==> src/rtl/seq_counter_arbiter.sv <==
// Round-robin arbiter sharing one 4-bit step-sequence counter between two requesters.
// Optional build macro SEQ_ARB_HOME_ON_GRANT_EN: return q to 0000 on every grant edge.
//
// state | meaning
// IDLE  | no owner; grants made here only
// RUN   | owner holds counter, one advance per clock
// DONE  | run complete; done pulse, grant still held
module seq_counter_arbiter #(
  parameter int STEP_W = 4
) (
  input  logic              clock,
  input  logic              clear,
  input  logic [1:0]        req,
  input  logic [STEP_W-1:0] steps0,
  input  logic [STEP_W-1:0] steps1,
  output logic [1:0]        grant,
  output logic              busy,
  output logic              done,
  output logic [3:0]        q
);

  typedef enum logic [1:0] {IDLE, RUN, DONE} state_t;

  state_t            state, state_nxt;
  logic              rr_ptr, rr_nxt;
  logic              owner, owner_nxt;
  logic [STEP_W-1:0] remaining, rem_nxt;
  logic [1:0]        grant_nxt;
  logic              done_nxt;
  logic [3:0]        q_nxt;
  logic              winner;
  logic [STEP_W-1:0] win_steps;

  // Illegal codes fall back to home on the next advance.
  function automatic logic [3:0] next_code(input logic [3:0] c);
    case (c)
      4'b0000: next_code = 4'b0001;
      4'b0001: next_code = 4'b0011;
      4'b0011: next_code = 4'b0111;
      4'b0111: next_code = 4'b1111;
      4'b1111: next_code = 4'b1110;
      4'b1110: next_code = 4'b1100;
      4'b1100: next_code = 4'b1000;
      default: next_code = 4'b0000;
    endcase
  endfunction

  always_comb begin
    winner    = (req == 2'b11) ? rr_ptr : req[1];
    win_steps = winner ? steps1 : steps0;
  end

  always_comb begin
    state_nxt = state;
    rr_nxt    = rr_ptr;
    owner_nxt = owner;
    rem_nxt   = remaining;
    grant_nxt = grant;
    done_nxt  = 1'b0;
    q_nxt     = q;
    case (state)
      IDLE: begin
        if (req != 2'b00) begin
          grant_nxt = winner ? 2'b10 : 2'b01;
          owner_nxt = winner;
          rem_nxt   = win_steps;
`ifdef SEQ_ARB_HOME_ON_GRANT_EN
          q_nxt     = 4'b0000;
`endif
          if (win_steps != '0) begin
            state_nxt = RUN;
          end else begin
            state_nxt = DONE;
            done_nxt  = 1'b1;
          end
        end
      end
      RUN: begin
        // Owner dropping its request aborts the run without a done pulse.
        if (!req[owner]) begin
          state_nxt = IDLE;
          grant_nxt = 2'b00;
          rr_nxt    = ~owner;
        end else begin
          q_nxt   = next_code(q);
          rem_nxt = remaining - STEP_W'(1);
          if (remaining == STEP_W'(1)) begin
            state_nxt = DONE;
            done_nxt  = 1'b1;
          end
        end
      end
      DONE: begin
        state_nxt = IDLE;
        grant_nxt = 2'b00;
        rr_nxt    = ~owner;
      end
      default: begin
        state_nxt = IDLE;
        grant_nxt = 2'b00;
      end
    endcase
  end

  always_ff @(posedge clock or negedge clear) begin
    if (!clear) begin
      state     <= IDLE;
      rr_ptr    <= 1'b0;
      owner     <= 1'b0;
      remaining <= '0;
      grant     <= 2'b00;
      done      <= 1'b0;
      q         <= 4'b0000;
    end else begin
      state     <= state_nxt;
      rr_ptr    <= rr_nxt;
      owner     <= owner_nxt;
      remaining <= rem_nxt;
      grant     <= grant_nxt;
      done      <= done_nxt;
      q         <= q_nxt;
    end
  end

  assign busy = (state != IDLE);

endmodule
==> config.mk <==
export PLATFORM = sky130hd
export DESIGN_NAME = seq_counter_arbiter
export DESIGN_NICKNAME = d
export VERILOG_FILES = /design/src/rtl/seq_counter_arbiter.sv
export SDC_FILE = /design/constraint.sdc
export NUM_CORES = 1
export LEC_CHECK = 0
export CORE_ASPECT_RATIO = 1.2
export CORE_MARGIN = 2
export CORE_UTILIZATION = 53
export DETAILED_ROUTE_END_ITERATION = 10
export GPL_ROUTABILITY_DRIVEN = 0
export HOLD_SLACK_MARGIN = 0.02
export PLACE_DENSITY = 0.9
export SLEW_MARGIN = 25
export SYNTH_ARGS = -nofsm -noshare
export SYNTH_HDL_FRONTEND = slang
export SYNTH_SLANG_ARGS = --single-unit
==> constraint.sdc <==
create_clock -name clock -period 1.95 [get_ports clock]
set_input_delay 0.2925 -clock clock [delete_from_list [all_inputs] [get_ports clock]]
set_output_delay 0.2925 -clock clock [all_outputs]
set_load 0.05 [all_outputs]
==> results.md, run 1 <==
* WP buf/inv at 1
* CP Launch Type: register
* Syn_nets at 111
* HPWL Detailed at 1520 um
* GRT overflow at 0
* Total Routing Usage GR at 21.3%
* Bufs on Longest Clock Path at 2
* Share of layout cells above drive strength 1 at 12.7%
* Reg clk slew, reported paths at 90 ps
* Final core occ at 70.0%
* Critical-path top delay cell: clkdlybuf4s50_1
* Largest cells by area after synthesis: dfrtp_1 40%, o21ai_1 4.8%, a32o_1 3.2%, mux2_4 3.2%, inv_1 2.8%
* Internal power at 0.931 mW
* CTS Buf Count at 3
* Antenna Cells at 0
* Synthesized area per cell at 9.73 um^2
* Power density cells at 1550 nW/um^2
* Critical Path, Cell by Cell: clkdlybuf4s50_1
* Rel. slew slack at 66.4%
* Fillers at 127
* Max stage delay on crit path at 850 ps
* Die Ht at 50.2 um
* Max Cap Viol at 0
* Synthesized instance count at 97
* CP Class: register to output port
* Post-CTS Hold Buffers at 0
* CP top delay family: buffers and inverters
* Ports at 20
* Worst EP required at 1660 ps
* CP arrival at 1590 ps
* Sequential fraction of the synthesis area at 39.8%
* WL per Instance at 15.3 um
* Num rows at 16
* Die width at 42.5 um
* # clock sinks at 15
* Ys async rst share at 100%
* Final Hold Vio Count at 0
* Largest net degree at the start of global routing at 16
* Clk_lat worst skew at 280 ps
* Remaining antenna violation count at 0
* Die Area at 2130 um^2
* Nets@finish at 133
* Initial antenna violation count at 0
* Period utilisation layout at 96.8%
* Critical path origin: q[3]
* DRC at 0
* Final wirelength at 2080 um
* Hold Crit Class: input port to async pin
* Post-Syn Area at 943 um^2
* Non-filler cells, final at 136
* Vias/cell at 6.18
* Reg2reg start: state[0]
* Main synth FF type: dfrtp_1
* Fin area at 1160 um^2
* Sw Share at 48.4%
* Via count of the first global-routing pass at 780
* Worst-Margin Slew at 502 ps
* Clk network pwr share at 9.9%
* Core ar. at 1660 um^2
* RSZ-0062 raised after global routing: false
* Setup violators final at 0
* Yosys top cell by area: dfrtp_1
* Yosys top cell area share at 39.8%
* Max-slew violation count at 0
* Area Growth Syn to Fin at 23.2%
* Most common cell in the synthesized netlist: dfrtp_1
* Crit path max fanout at 7
* Leakage at 0.511 nW
* Run status: finished, final reports clean
* Drt pass-1 iters at 4
* CTS tree: yes
* # port buffers at 19
* FF+latch count, synth at 15
* Initial core utilization at 56.8%
* First-pass GRT wire length at 3450 um
* Synth cell types at 42
* Worst VDD drop at 0.00108 V
* H-tree Lvls at 1
* 1st-iter DRT viols at 21
* Number of flops mapped to enable cells by yosys at 0
* Final Skew at 3.85 ps
* Placed Cells at 132
* Via Count at 840
* Top post-synthesis cells by count: 15 x dfrtp_1, 9 x o21ai_1, 7 x inv_1, 7 x nand2_1, 6 x nor2_1
* Final setup TNS at 0 ps
* Max Freq at 530 MHz
* Final min period at 1890 ps
* Psw at 0.874 mW
* Logic pwr share at 56.4%
* Yosys warns at 0
* Sequential power share at 33.6%
* Root Driver: clkbuf_4
* Post-place instance area at 1130 um^2
* Crit end category: output port
==> cells in the final DEF, fill, tap and decap left out, drive strengths merged, types with 4 or more instances in the layout <==
cell type      Yosys  routed
clkbuf             0       4
clkdlybuf4s50      0      17
dfrtp             15      15
inv                7       7
nand2              9       9
nor2               6       6
o21ai             13      13
==> through the flow <==
stage / setup slack [ps] / hold slack [ps] / total power, mW
after floorplan: 688 / -3.09 / 1.36
after global placement: 112 / 498 / 1.60
after detailed placement: 57.5 / 506 / 1.63
after CTS: 34.4 / 316 / 1.81
after global routing: 9.16 / 326 / 1.95
final: 62.8 / 309 / 1.81
==> power by group through the flow <==
stage	sequential (mW)	clock, mW	combinational, mW
CTS	0.604	0.182	1.03
global route	0.631	0.196	1.12
global placement	0.601	0	1.00
finish	0.607	0.180	1.02
detailed placement	0.610	0	1.02
floorplan	0.757	0	0.605
==> final cells by class <==
cell class                      instances  area, um^2  share of cell area, %
Multi-Input combinational cell         72         514                   44.2
Timing Repair Buffer                   20         198                   17.0
Clock buffer                            4        26.3                   2.26
Tap cell                               18        22.5                   1.94
Sequential cell                        15         375                   32.3
Inverter                                7        26.3                   2.26
==> cells by family after synthesis <==
| logic type | share of synthesized area [%] |
|---|---|
| and+or+nand+nor | 18.8 |
| buffers and inverters | 5.70 |
| muxes | 3.18 |
| xor gates and xnor gates | 0.929 |
| adders and majority gates | 2.65 |
| AOI/OAI and AO/OA | 28.9 |
| DFF | 39.8 |
==> registers in the layout (all words and copies together), names as in the netlist <==
name       cells
done           1
rr_ptr         1
remaining      4
grant          2
q              4
state          2
owner          1
==> per-layer routing <==
metal  GRT usage [%]  vias up  wire length, um
met3            5.40        4              147
met2            32.1       41              982
met4            13.0        0               36
met5               0        -                0
li1                -      402                -
met1            27.4      393              914
==> what timing repair did <==
item                                   in CTS  in global routing
setup endpoints to repair                   0                  1
gates resized for setup                     0                  1
buffers inserted                            0                  0
endpoints found under the hold margin       0                  0
==> final timing paths <==
path	end	slack [ps]	cells past startpoint
max	q[3]	60	1
min	remaining[2]	310	2
max reg2reg	q[0]	440	4
min reg2reg	grant[1]	540	1
max in group asynchronous	remaining[3]	1460	2
min in group clock	grant[1]	540	1
(Power assumes the default switching activity.)
==> inputs of run 2 (changes only) <==
- CORE_UTILIZATION: 53 -> 45
- PLACE_DENSITY: 0.9 -> 0.79
- SLEW_MARGIN: 25 -> default
==> run 2 against run 1 <==
Effect of this change:
- worst setup slack gained 4.4 ps
- worst hold slack gained 110 ps
- highest routed layer unchanged
- final cell count grew 1.5%
==> results.md, run 2 (synthesis results as in run 1) <==
* Run status: finished, final reports clean
* Die Area at 2480 um^2
* Fillers at 185
* Remaining antenna violation count at 0
* Core ar. at 2030 um^2
* CP Depth at 1
* First-pass GRT wire length at 3740 um
* CP top delay family: buffers and inverters
* Sequential power share at 33.5%
* Via Count at 853
* Critical Path, Cell by Cell: clkdlybuf4s50_1
* Leakage at 0.530 nW
* Total Routing Usage GR at 21.4%
* Internal power at 0.930 mW
* HPWL Detailed at 1680 um
* Initial core utilization at 46.5%
* Reg clk slew, reported paths at 90 ps
* Nets@finish at 133
* Reg2reg start: state[0]
* GRT overflow at 0
* Power density cells at 1560 nW/um^2
* CTS Buf Count at 3
* Logic pwr share at 56.5%
* Root Driver: clkbuf_4
* FF+latch area at 375 um^2
* Sw Share at 48.9%
* Area of the multi-input gates at 514 um^2
* Initial antenna violation count at 0
* Reg2Reg Depth at 4
* Post-CTS Hold Buffers at 0
* Area Growth Syn to Fin at 23.7%
* Post-CTS setup buffers at 0
* Max Cap Viol at 0
* DRC at 0
* Num rows at 18
* Crit end category: output port
* Setup violators final at 0
* WL per Instance at 16.1 um
* Rel. slew slack at 53.1%
* Worst EP required at 1660 ps
* Final setup TNS at 0 ps
* Antenna Cells at 0
* Bufs on Longest Clock Path at 2
* Final Hold Vio Count at 0
* H-tree Lvls at 1
* Most common cell after layout, fill and taps aside: clkdlybuf4s50_1
* Top flop regs: q x4, remaining x4
* RSZ-0062 raised after global routing: false
* Commonest cells after routing, fill and taps aside: 16 x clkdlybuf4s50_1, 15 x dfrtp_1, 9 x o21ai_1
* Final Skew at 8.03 ps
* WP buf/inv at 1
* Critical-path top delay cell: clkdlybuf4s50_1
* CP arrival at 1590 ps
* Vias/cell at 6.18
* CTS tree: yes
* Drt pass-1 iters at 6
* Via count of the first global-routing pass at 864
* Share of layout cells above drive strength 1 at 12.7%
* Clk network pwr share at 10.0%
* Largest net degree at the start of global routing at 16
* Hold Crit Class: input port to async pin
* Final core occ at 57.6%
* Final wirelength at 2220 um
* Max stage delay on crit path at 850 ps
* Max Freq at 531 MHz
* Critical path origin: q[1]
* Worst VDD drop at 0.000767 V
* CP Class: register to output port
* Number of gates resized after cts at 0
* Crit path max fanout at 5
* Max-slew violation count at 0
* Ports at 20
* Period utilisation layout at 96.6%
* Worst-Margin Slew at 702 ps
* Die width at 45.8 um
* Clk_lat worst skew at 290 ps
* Final min period at 1880 ps
* CP Launch Type: register
* # port buffers at 19
* # clock sinks at 15
* 1st-iter DRT viols at 13
* Psw at 0.889 mW
* Die Ht at 54.2 um
==> run 2: changes by cell type in the layout (fill, tap and decap cells not counted) <==
cell and delta:
clkdlybuf4s50_1 -1, dlymetal6s2s_1 +1
==> run 2: final cells by class <==
type | count | share of cell area [%]
clock buffer | 4 | 2.25
inverter | 7 | 2.25
multi-input combinational | 72 | 44.1
timing repair buffer | 20 | 17.1
sequential | 15 | 32.2
tap | 20 | 2.14
==> run 2: power by group through the flow <==
stage / Clock, mW / Combinational [mW] / Sequential, mW
2_1_floorplan: 0 / 0.605 / 0.757
3_3_place_gp: 0 / 1.01 / 0.605
3_5_place_dp: 0 / 1.03 / 0.615
4_1_cts: 0.187 / 1.04 / 0.608
5_1_grt: 0.201 / 1.12 / 0.635
6_report: 0.182 / 1.03 / 0.610
==> run 2: routing by layer <==
layer | up-vias | global-route usage, % | part of all wire (%)
met4 | 0 | 11.4 | 2.5
met5 | - | 0 | 0
met1 | 427 | 24.0 | 40
met2 | 16 | 38.3 | 55
met3 | 5 | 3.02 | 2.8
li1 | 405 | - | -
==> run 2: path summary, 6_finish.rpt <==
| path | slack (ps) | end |
|---|---|---|
| min in group clock | 520 | grant[1] |
| worst min-delay path | 420 | done |
| worst min register to register | 520 | grant[1] |
| max in group asynchronous | 1090 | state[1] |
| worst max-delay path | 70 | q[1] |
| worst max register to register | 420 | q[0] |
==> run 2: worst reg2reg max path, cell delays in order (launching register included) <==
cell and delay [ps]:
dfrtp_1 440, nor2b_2 460, nand2_2 210, o21ai_1 220
o41ai_2 90
==> run 2: metrics by stage <==
stage	std cells	instance area, um^2	hold slack (ps)	setup slack, ps	power [mW]
3_5_place_dp	134	1140	504	46.4	1.64
5_1_grt	138	1170	446	6.86	1.96
4_1_cts	138	1160	427	4.22	1.83
6_report	138	1170	415	67.3	1.82
3_3_place_gp	134	1140	498	104	1.61
2_1_floorplan	97	943	-3.09	688	1.36
==> inputs of run 3 (changes only) <==
- CORE_MARGIN: 2 -> default
- GPL_TIMING_DRIVEN: default -> 0
==> run 3 against run 2 <==
Effect of this change:
- the flow now finishes with violations (DRC)
- total power grew 0.94%
- combinational power barely moved
- global-route usage grew 0.46 points
- clock power down 4%
- final cell count stayed put
- critical endpoint is now q[3]
==> results.md, run 3 (synthesis results as in run 1) <==
* CP arrival at 1590 ps
* WL per Instance at 15.9 um
* Bufs on Longest Clock Path at 2
* Root Driver: clkbuf_4
* Share of layout cells above drive strength 1 at 14.3%
* # clock sinks at 15
* R2R Setup Slk at 560 ps
* Remaining antenna violation count at 0
* Die Area at 2280 um^2
* Most common cell after layout, fill and taps aside: clkdlybuf4s50_1
* Worst VDD drop at 0.000870 V
* Placed Cells at 134
* Commonest cells after routing, fill and taps aside: 16 x clkdlybuf4s50_1, 15 x dfrtp_1, 9 x o21ai_1
* Highest metal used: met4
* Max-slew violation count at 0
* Area of the multi-input gates at 514 um^2
* Crit end category: output port
* Final Skew at 4.16 ps
* Met3 WL at 91 um
* Final min period at 1880 ps
* Top flop regs: q x4, remaining x4
* H-tree Lvls at 1
* CTS Buf Count at 3
* CP top delay family: buffers and inverters
* Drt pass-1 iters at 7
* Reg2Reg Capture Point: remaining[2]
* Post-CTS Hold Buffers at 0
* Setup violators final at 0
* Via count of the first global-routing pass at 838
* Post-place instance area at 1150 um^2
* 1st-iter DRT viols at 25
* Reg2reg start: state[1]
* Final wirelength at 2200 um
* Post-CTS setup buffers at 0
* FF+latch area at 375 um^2
* Reg2Reg Depth at 4
* HPWL Detailed at 1620 um
* Leakage at 0.522 nW
* GRT overflow at 0
* Area Growth Syn to Fin at 24.7%
* Hold_sp: req[0]
* Nets@finish at 134
* Die Ht at 52.2 um
* Initial core utilization at 49.3%
* Critical-path top delay cell: clkdlybuf4s50_1
* Vias/cell at 6.04
* WL met2 at 1080 um
* WP buf/inv at 1
* RSZ-0062 raised after global routing: false
* Power density cells at 1560 nW/um^2
* Run status: finished with violations
* Rel. slew slack at 53.6%
* Total Power at 1.84 mW
* Final setup TNS at 0 ps
* Min Hold Slack at 362 ps
* Fillers at 167
* Period utilisation layout at 96.5%
* Worst hold stages at 3
* Max stage delay on crit path at 840 ps
* Reg clk slew, reported paths at 90 ps
* Largest net degree at the start of global routing at 16
* Ports at 20
* Core ar. at 1910 um^2
* Critical Path, Cell by Cell: clkdlybuf4s50_1
* CP Launch Type: register
* CP Class: register to output port
* Worst-Margin Slew at 694 ps
* Hold Path End: grant[1]
* Crit path max fanout at 7
* Num rows at 17
* Max Freq at 531 MHz
* Worst EP required at 1660 ps
* Antenna Cells at 0
* DRC at 1
* Failing checks: DRC
* Non-filler cells, final at 138
* M1 wire length at 1010 um
* Via Count at 834
* Initial antenna violation count at 0
* Hold Crit Class: input port to register
* Fin area at 1180 um^2
* Total Routing Usage GR at 21.8%
* Max Cap Viol at 0
* Final Hold Vio Count at 0
* # port buffers at 18
* Die width at 43.8 um
* Clk_lat worst skew at 280 ps
* CTS tree: yes
* First-pass GRT wire length at 3640 um
run 3: cell types whose count changed in the layout (fill, tap and decap cells not counted):
cell / delta
buf_4: -2
clkbuf_1: -1
buf_2: +1
dlymetal6s2s_1: -1
dlygate4sd2_1: +1
clkinv_2: +1
buf_6: +2
run 3: repair_timing:
item / 4_1_cts / 5_1_grt
setup endpoints to repair: 1 / 1
gates resized for setup: 1 / 1
hold endpoints to repair: 0 / 0
run 3: layout make-up:
type | instances | share of cell area [%]
plain buffers | 3 | 2.34
clock buffers | 3 | 1.91
clock inverters | 1 | 0.426
inverters | 7 | 2.23
multi-input cells | 72 | 43.7
flip-flops and latches | 15 | 31.9
well taps | 19 | 2.02
repair buffers | 18 | 15.4
run 3: per-stage QoR:
step | utilization (%) | worst slack (ps)
6_report | 61.4 | 68.0
5_1_grt | 61.4 | 18.1
4_1_cts | 61.3 | 39.5
3_5_place_dp | 59.9 | 175
3_3_place_gp | 59.9 | 173
2_1_floorplan | - | 688
run 3: worst max-delay path by stage:
stage	from	endpoint	slack [ps]	cells after the start
floorplan	rr_ptr	done	690	4
global placement	state[1]	busy	170	3
detailed placement	state[1]	busy	170	3
CTS	q[2]	q[2]	40	1
global route	q[3]	q[3]	20	1
finish	q[3]	q[3]	70	1
run 3: power breakdown:
| part | total, mW | internal [mW] | switching [mW] |
|---|---|---|---|
| clock network | 0.175 | 0.0760 | 0.0989 |
| logic | 1.06 | 0.429 | 0.631 |
| registers | 0.603 | 0.441 | 0.162 |
run 3: worst min-delay path, delay by kind of cell:
| family | cells | cell delay [ps] |
|---|---|---|
| AO/OA/AOI/OAI | 2 | 200 |
| buffers and inverters | 1 | 120 |
run 3: layer usage:
metal / GRT usage [%] / vias up
met5: 0 / -
met4: 4.69 / 0
met3: 3.13 / 4
met2: 39.3 / 28
met1: 27.3 / 397
li1: - / 405
==> edit 1 (flow settings as in run 3) <==
`STEP_W`: 4 -> 5.
--- a/src/rtl/seq_counter_arbiter.sv
+++ b/src/rtl/seq_counter_arbiter.sv
@@ -8,3 +8,3 @@
 module seq_counter_arbiter #(
-  parameter int STEP_W = 4
+  parameter int STEP_W = 5
 ) (
Interface: changed (resized steps0 and steps1); port bits go from 20 to 22. No check against the original RTL was run, so the function may have changed too.
==> edit 1 against run 3 <==
Sequential power up 12%. Utilization down 0.45 points. Area after synthesis up 6.6%. Routed wire length up 18%. Setup slack worse by 0.013 ns. Design area up 8.6%. Die area up 6.4%. Via count up 17%. Sequential cell count up 1. Power up 9.6%. Combinational power up 6%. Critical path type unchanged. Largest cell class unchanged. Largest power group unchanged. Highest routed layer unchanged.
==> edit 1: results (changes against run 3) <==
global-route wire length before repair 4090 um (+13%); Synth area leaders sky130_fd_sc_hd__dfrtp_1, sky130_fd_sc_hd__o21ai_0, sky130_fd_sc_hd__a31oi_1; Register-to-Register Setup Slack 0.30 ns (-0.26 ns); capture endpoint of the worst hold path owner$_DFFE_PN0P_; routed wire length per instance 15.6 um (-2.2%); First DRT Iteration DRCs 27 (+8.0%); worst-margin pin slew 0.716 ns (+0.0220 ns); number of filler instances in the final layout 197 (+18%); most frequent cells after synthesis sky130_fd_sc_hd__o21ai_0, sky130_fd_sc_hd__dfrtp_1, sky130_fd_sc_hd__nor2_1; result of the run completed; final routed DRC violation total 0 (-1); number of distinct library cell variants in the gate-level netlist after synthesis 40 (-4.8%); static leakage 0.527 nW (+0.96%); Die Width 45.2 um (+3.1%); pin count of the biggest net entering global routing 17 (+1); Vias/cell 5.87 (-2.9%); All-Layer GR Usage 23.5% (+1.6 points); met3 GRT Util 3.02% (-0.10 points); Total Wirelength 2580 um (+18%); worst-case clock skew 0.00253 ns (-0.00164 ns); DR pass1 iterations 4 (-3); number of input and output port buffers inserted 20 (+2); number of nets in the layout 153 (+14%); share of post-route cells with drive strength above 1 9.56% (-4.7 points); DP HPWL 1960 um (+21%)
## edit 1: cell count changes after synthesis, moves of 3 or more
cell	delta
sky130_fd_sc_hd__o21ai_1	-9
sky130_fd_sc_hd__o21ai_0	+13
sky130_fd_sc_hd__a211oi_1	-3
sky130_fd_sc_hd__nand3_1	+3
sky130_fd_sc_hd__a31oi_1	+5
## edit 1: cell type report
cell class / instances / area [um^2] / area share [%]
plain buffers: 3 / 13.8 / 1.08
clock buffers: 4 / 36.3 / 2.84
inverters: 6 / 22.5 / 1.76
multi-input cells: 87 / 569 / 44.6
flip-flops and latches: 16 / 400 / 31.3
well taps: 30 / 37.5 / 2.94
repair buffers: 20 / 198 / 15.5
## edit 1: per-layer routing
metal,routed length [um],up-vias
li1,-,477
met1,1140,464
met2,1310,31
met3,113,2
met4,14,0
met5,0,-
## edit 1: logic make-up after synthesis
logic type,count (synthesis),share of synthesized area (%)
AOI/OAI and AO/OA,45,29.9
and+or+nand+nor,35,19.3
DFF,16,39.8
buffers and inverters,9,3.61
muxes,3,3.23
xor gates and xnor gates,2,1.74
adders and majority gates,2,2.49
## edit 1: metrics by stage
stage,power (mW),instance area [um^2]
floorplan,1.46,1010
global placement,1.76,1240
detailed placement,1.81,1240
CTS,2.02,1280
global route,2.16,1280
finish,2.01,1280
## edit 1: how the worst max path moves through the flow
stage                             startpoint                   end  slack, ns
floorplan           remaining[1]$_DFFE_PN0P_  state[0]$_DFFE_PN0P_       0.40
global placement                   steps1[2]        done$_DFF_PN0_      -0.11
detailed placement                 steps1[2]        done$_DFF_PN0_      -0.17
CTS                         q[2]$_DFFE_PN0P_                  q[2]       0.03
global route                q[3]$_DFFE_PN0P_                  q[3]      0.004
finish                      q[1]$_DFFE_PN0P_                  q[1]       0.05
## edit 1: report_power, final
group	leakage, nW	internal [mW]	total, mW	switching (mW)
clock network	0.0210	0.113	0.218	0.105
registers	0.197	0.479	0.677	0.198
logic	0.309	0.463	1.12	0.656
total	0.527	1.06	2.01	0.958
